### src/rtl/pwm_pkg.sv
// Shared types and default sizes for the multi-channel PWM generator.
package pwm_pkg;

    typedef enum logic {PWM_EDGE, PWM_CENTER} pwm_mode_e;
    typedef enum logic {DIR_UP, DIR_DOWN} pwm_dir_e;

    localparam int PWM_WIDTH_DEF    = 8;
    localparam int PWM_CHANNELS_DEF = 4;

endpackage

### src/rtl/pwm_multi_if.sv
// Control and output bundle between register logic and the PWM block.
interface pwm_multi_if #(
    parameter int WIDTH    = 8,
    parameter int CHANNELS = 4
);
    logic                      en;
    logic                      mode;
    logic [WIDTH-1:0]          period;
    logic [CHANNELS*WIDTH-1:0] duty;
    logic [CHANNELS-1:0]       duty_wr;
    logic [CHANNELS-1:0]       PWM_sig;
    logic                      period_start;

    modport master (
        output en, mode, period, duty, duty_wr,
        input  PWM_sig, period_start
    );

    modport slave (
        input  en, mode, period, duty, duty_wr,
        output PWM_sig, period_start
    );
endinterface

### src/rtl/pwm_chan.sv
// One PWM channel: double-buffered duty, compare against the shared counter,
// registered output.
module pwm_chan #(
    parameter int WIDTH = 8
) (
    input  logic             clk,
    input  logic             rst,
    input  logic             en,
    input  logic             load,
    input  logic [WIDTH-1:0] cnt,
    input  logic [WIDTH-1:0] duty,
    input  logic             duty_wr,
    output logic             pwm
);

    logic [WIDTH-1:0] d_p;
    logic [WIDTH-1:0] d_a;
    logic             pwm_p1;

    // stage p0: pending/active duty; a strobe on a load cycle writes through
    always_ff @(posedge clk or posedge rst) begin
        if (rst) begin
            d_p <= '0;
            d_a <= '0;
        end else begin
            if (duty_wr) d_p <= duty;
            if (load)    d_a <= duty_wr ? duty : d_p;
        end
    end

    // stage p1: registered compare
    always_ff @(posedge clk or posedge rst) begin
        if (rst) pwm_p1 <= 1'b0;
        else     pwm_p1 <= en & (cnt < d_a);
    end

    assign pwm = pwm_p1;

endmodule

### src/rtl/pwm_multi.sv
// Multi-channel PWM: one shared period counter (edge or center aligned)
// feeding CHANNELS independent compare channels.
module pwm_multi
    import pwm_pkg::*;
#(
    parameter int WIDTH    = PWM_WIDTH_DEF,
    parameter int CHANNELS = PWM_CHANNELS_DEF
) (
    input  logic         clk,
    input  logic         rst,
    pwm_multi_if.slave   bus
);

    logic [WIDTH-1:0]    cnt_p0;
    logic [WIDTH-1:0]    cnt_nxt;
    pwm_dir_e            dir_p0;
    pwm_dir_e            dir_nxt;
    logic [WIDTH-1:0]    p_a;
    pwm_mode_e           m_a;
    logic                wrap;
    logic                load;
    logic                start_p1;
    logic [CHANNELS-1:0] pwm_p1;

    // Wrap detection and next counter value for the active period/mode.
    always_comb begin
        wrap    = 1'b0;
        cnt_nxt = cnt_p0;
        dir_nxt = dir_p0;
        if (p_a == '0) begin
            wrap = 1'b1;
        end else if (m_a == PWM_EDGE) begin
            wrap    = (cnt_p0 == p_a);
            cnt_nxt = cnt_p0 + WIDTH'(1);
        end else if (dir_p0 == DIR_DOWN) begin
            wrap    = (cnt_p0 == WIDTH'(1));
            cnt_nxt = cnt_p0 - WIDTH'(1);
        end else if (cnt_p0 == p_a) begin
            // top of the triangle; with P=1 there is no down leg at all
            wrap    = (p_a <= WIDTH'(1));
            dir_nxt = DIR_DOWN;
            cnt_nxt = cnt_p0 - WIDTH'(1);
        end else begin
            cnt_nxt = cnt_p0 + WIDTH'(1);
        end
    end

    // While disabled everything loads transparently, like a permanent wrap.
    assign load = ~bus.en | wrap;

    // stage p0: shared counter, direction, active period and mode
    always_ff @(posedge clk or posedge rst) begin
        if (rst) begin
            cnt_p0 <= '0;
            dir_p0 <= DIR_UP;
            p_a    <= '0;
            m_a    <= PWM_EDGE;
        end else if (load) begin
            cnt_p0 <= '0;
            dir_p0 <= DIR_UP;
            p_a    <= bus.period;
            m_a    <= pwm_mode_e'(bus.mode);
        end else begin
            cnt_p0 <= cnt_nxt;
            dir_p0 <= dir_nxt;
        end
    end

    // stage p1: period start marker, aligned with the channel outputs
    always_ff @(posedge clk or posedge rst) begin
        if (rst) start_p1 <= 1'b0;
        else     start_p1 <= bus.en & (cnt_p0 == '0);
    end

    for (genvar g = 0; g < CHANNELS; g++) begin : g_chan
        pwm_chan #(
            .WIDTH (WIDTH)
        ) u_chan (
            .clk     (clk),
            .rst     (rst),
            .en      (bus.en),
            .load    (load),
            .cnt     (cnt_p0),
            .duty    (bus.duty[g*WIDTH +: WIDTH]),
            .duty_wr (bus.duty_wr[g]),
            .pwm     (pwm_p1[g])
        );
    end

    assign bus.PWM_sig      = pwm_p1;
    assign bus.period_start = start_p1;

endmodule

### src/flat_wrapper.sv
// flat-port wrapper written by rule: the top's interface ports become plain ports
module pwm_multi_flat import pwm_pkg::*;
#(
    parameter int WIDTH    = PWM_WIDTH_DEF,
    parameter int CHANNELS = PWM_CHANNELS_DEF
)
  (clk, rst, bus_en, bus_mode, bus_period, bus_duty, bus_duty_wr, bus_PWM_sig, bus_period_start);
  pwm_multi_if #(.WIDTH(WIDTH), .CHANNELS(CHANNELS)) bus_i ();
  input  logic clk;
  input  logic rst;
  input wire logic [$bits(bus_i.en)-1:0] bus_en;
  input wire logic [$bits(bus_i.mode)-1:0] bus_mode;
  input wire logic [$bits(bus_i.period)-1:0] bus_period;
  input wire logic [$bits(bus_i.duty)-1:0] bus_duty;
  input wire logic [$bits(bus_i.duty_wr)-1:0] bus_duty_wr;
  output wire logic [$bits(bus_i.PWM_sig)-1:0] bus_PWM_sig;
  output wire logic [$bits(bus_i.period_start)-1:0] bus_period_start;
  assign bus_i.en = bus_en;
  assign bus_i.mode = bus_mode;
  assign bus_i.period = bus_period;
  assign bus_i.duty = bus_duty;
  assign bus_i.duty_wr = bus_duty_wr;
  assign bus_PWM_sig = bus_i.PWM_sig;
  assign bus_period_start = bus_i.period_start;
  pwm_multi #(.WIDTH(WIDTH), .CHANNELS(CHANNELS)) u_core (.clk(clk), .rst(rst), .bus(bus_i));
endmodule
### config.mk
export PLATFORM = sky130hd
export DESIGN_NAME = pwm_multi_flat
export DESIGN_NICKNAME = d
export VERILOG_FILES = /design/src/rtl/pwm_pkg.sv /design/src/rtl/pwm_multi_if.sv /design/src/rtl/pwm_chan.sv /design/src/rtl/pwm_multi.sv /design/src/flat_wrapper.sv
export SDC_FILE = /design/constraint.sdc
export NUM_CORES = 1
export LEC_CHECK = 0
export ABC_CLOCK_PERIOD_IN_PS = 7800
export BUFFER_PORTS_ARGS = -buffer_cell sky130_fd_sc_hd__buf_2
export CAP_MARGIN = 10
export CORE_ASPECT_RATIO = 0.7
export CORE_MARGIN = 1
export CORE_UTILIZATION = 40
export DETAILED_ROUTE_END_ITERATION = 12
export PLACE_DENSITY_LB_ADDON = 0.08
export SKIP_LAST_GASP = 1
export SLEW_MARGIN = 20
export SYNTH_ARGS = -nofsm -noshare
export SYNTH_HDL_FRONTEND = slang
export SYNTH_SLANG_ARGS = --single-unit
export TNS_END_PERCENT = 100
### constraint.sdc
create_clock -name clk -period 7.8 [get_ports clk]
set_input_delay 0.39 -clock clk [delete_from_list [all_inputs] [get_ports clk]]
set_output_delay 0.39 -clock clk [all_outputs]
set_load 0.005 [all_outputs]
==> impl_metrics.yaml <==
logic_synthesis:
  ys_types: 37
  yosys_register_bits: 87
  netlist_area_um2: 4410
  ys_seq_area_share_pct: 49.36
  ys_warn_count: 0
  syn_nets: 446
  synth_area_per_cell_um2: 12.05
  synthCells: 366
sta:
  slew_viol_final: 0
  grt_setup_unrepaired: "no"
  setup_viol: 0
  min_period_ns: 3.158
  hold_slack_ns: 0.2408
  tightest_slew_ns: 0.8937
  relSlewSlack_pct: 40.30
  fin_ws_ns: 4.642
  hold_viol: 0
  finalCritPeriodShare_pct: 40.49
  fin_skew_ns: 0.006546
  tns_ns: 0
  fmax_mhz: 316.6
clock_tree:
  postCtsSetupBuffers: 0
  path_clk_slew_ns: 0.06
  cts_hold_buf: 0
  cts_num_sinks: 87
  cts.repair.resized: 0
  insertion_delay_ns: 0.34
  root_buffer: "clkbuf_16"
  cts_tree: "built"
  numCtsBuffers: 9
  cts_htree_levels: 3
  cts.path.max_buffers: 2
routing:
  drtIter0Drc: 189
  drt-vias-per-instance: 4.879
  final_antenna_net_count: 0
  drc: 0
  num_vias: 2752
  dr.pass1.iters: 4
  wirelength_um: 8166
  avgRoutedWirePerCell_um: 14.48
hold_path:
  hp-class: "in -> async"
floorplanning:
  rows: 31
  dieArea_um2: 11460
  fp.dieW_um: 127.5
  io_pins: 53
  start_util_pct: 41.81
  core_area_um2: 10550
  die_h_um: 89.86
pwr:
  power_frac_clock_pct: 45.7
  p_comb_share_pct: 12.4
  power_frac_seq_pct: 41.9
  switching_share_pct: 21.65
  p_sw_uw: 275.9
  ir_drop_uv: 180.1
  internal-power_uw: 998.2
  p_leak_nw: 2.453
  p_per_area_nw_per_um2: 248.3
placed_design:
  io_buffers: 52
  dpl-instance-area_um2: 4718
  place.gp.congestion: 0.8285
  hpwl_um: 5564
  place_ws_ns: 4.650
grt:
  grt_max_degree: 88
  grt_pass1_vias: 2657
  track_usage_pct: 15.44
  gr-total-overflow: 0
  grt_pass1_wl_um: 13740
  antenna_found_initial: 0
layout:
  drive_gt1_share_pct: 35.10
  n_antenna_cell: 0
  fin_nets: 491
  fin_util_pct: 48.64
  design_area_um2: 5131
  area_delta_synth_final_pct: 16.34
setup_path:
  arrival_ns: 3.38
  r2r.worst_path.cells: 6
  critPathKind: "reg -> reg"
  r2r_slack_ns: 4.64
  r2r_end: "u_core.g_chan[2].u_chan.d_a[7]"
  cp_max_fo: 34
  timing.rr.start: "u_core.cnt_p0[2]"
  crit_required_ns: 8.02
  critPathCaptureType: "flop"
  start_kind: "flop"
run_status:
  status: "complete, no violations"
flow_run:
  drv_cap: 0
state kept, by name (all words and copies together) (netlist names):
name / flops
u_core.bus.period_start: 1
u_core.cnt_p0: 8
u_core.dir_p0: 1
u_core.g_chan.u_chan.d_a: 32
u_core.g_chan.u_chan.d_p: 32
u_core.g_chan.u_chan.pwm: 4
u_core.m_a: 1
u_core.p_a: 8
how the worst max path moves through the flow:
stage                     startpoint                        endpoint  slack, ns
global route        u_core.cnt_p0[2]  u_core.g_chan[2].u_chan.d_a[7]       4.50
global placement    u_core.cnt_p0[2]  u_core.g_chan[2].u_chan.d_a[2]       4.70
detailed placement  u_core.cnt_p0[2]  u_core.g_chan[1].u_chan.d_a[2]       4.65
CTS                 u_core.cnt_p0[2]  u_core.g_chan[0].u_chan.d_a[1]       4.63
floorplan                        rst         u_core.bus.period_start       5.16
finish              u_core.cnt_p0[2]  u_core.g_chan[2].u_chan.d_a[7]       4.64
layer usage:
metal	wire, um	GRT usage [%]	vias to the layer above
met5	0	0	-
met3	340	4.286	11
met1	4416	23.83	1335
met2	3302	20.58	52
met4	107	4.563	0
li1	-	-	1354
Yosys cell counts:
cell / count / area share (%)
a2111o_1: 2 / 0.51
a211o_1: 1 / 0.20
a211oi_1: 4 / 0.68
a21bo_2: 1 / 0.23
a21boi_0: 1 / 0.17
a21o_1: 12 / 2.0
a21oi_1: 6 / 0.68
and3_1: 1 / 0.14
buf_12: 2 / 0.91
buf_4: 6 / 1.0
buf_6: 3 / 0.77
clkbuf_1: 8 / 0.68
clkbuf_2: 1 / 0.11
dfrtp_1: 87 / 49
ha_1: 32 / 9.1
inv_1: 39 / 3.3
mux2_2: 71 / 18
mux2_4: 2 / 0.68
nand2_1: 9 / 0.77
nand2b_1: 4 / 0.57
nand3_1: 9 / 1.0
nand4_1: 6 / 0.85
nor2_1: 17 / 1.4
nor2b_1: 4 / 0.57
nor3_1: 2 / 0.23
nor3b_1: 3 / 0.51
nor4_1: 1 / 0.14
o211ai_1: 4 / 0.68
o21ai_0: 10 / 1.1
o21bai_1: 1 / 0.17
o221ai_1: 1 / 0.20
or2_1: 1 / 0.14
or3_1: 1 / 0.14
or4_1: 4 / 0.68
or4_4: 1 / 0.26
xnor2_1: 8 / 1.6
xor2_1: 1 / 0.20
critical path, cell delays in order, from the launching register on:
cell      delay [ns]
dfrtp_1         0.55
or4_4           0.61
or3_1           0.35
o221ai_1        0.23
or2_2           0.39
buf_4           0.49
mux2_2          0.40
cell usage in the layout, fill, tap and decap left out, drive strengths merged, types with 3 or more instances in the layout:
cell     n
nor3b    3
clkbuf  10
inv     38
a21oi    6
ha      32
nand3    9
nor2b    4
mux2    73
a211oi   4
nand2    9
o211ai   4
or4      5
xnor2    8
a21o    12
bufinv   6
buf     54
nor2    17
dfrtp   87
nand4    6
nand2b   4
o21ai   10
power groups by stage:
stage | Clock, mW | Sequential, mW | Combinational, mW
CTS | 0.595 | 0.534 | 0.162
detailed placement | 0 | 0.542 | 0.160
floorplan | 0 | 0.528 | 0.132
global route | 0.615 | 0.540 | 0.184
global placement | 0 | 0.541 | 0.158
finish | 0.582 | 0.534 | 0.158
kinds of logic after synthesis:
| kind of cell | after synthesis | synth area share, % |
|---|---|---|
| flops | 87 | 49.36 |
| mux | 73 | 18.81 |
| simple gates | 63 | 7.461 |
| buf+inv | 59 | 6.808 |
| compound gates | 43 | 6.695 |
| fa+ha+maj | 32 | 9.078 |
| xor+xnor | 9 | 1.787 |
through the flow:
stage               total power [mW]  cells
floorplan                     0.6602    366
global placement              0.6986    548
detailed placement            0.7019    548
CTS                            1.291    564
global route                   1.338    564
finish                         1.274    564
final cells by class:
class                           instances  area, um2
Sequential cell                        87       2177
Clock buffer                           10      229.0
Fill cell                             978       5419
Timing Repair Buffer                   54      279.0
Inverter                               39      147.6
Clock inverter                          6      180.2
Tap cell                              148      185.2
Multi-Input combinational cell        220       1933
No activity file was read; power rests on OpenSTA's default activity.
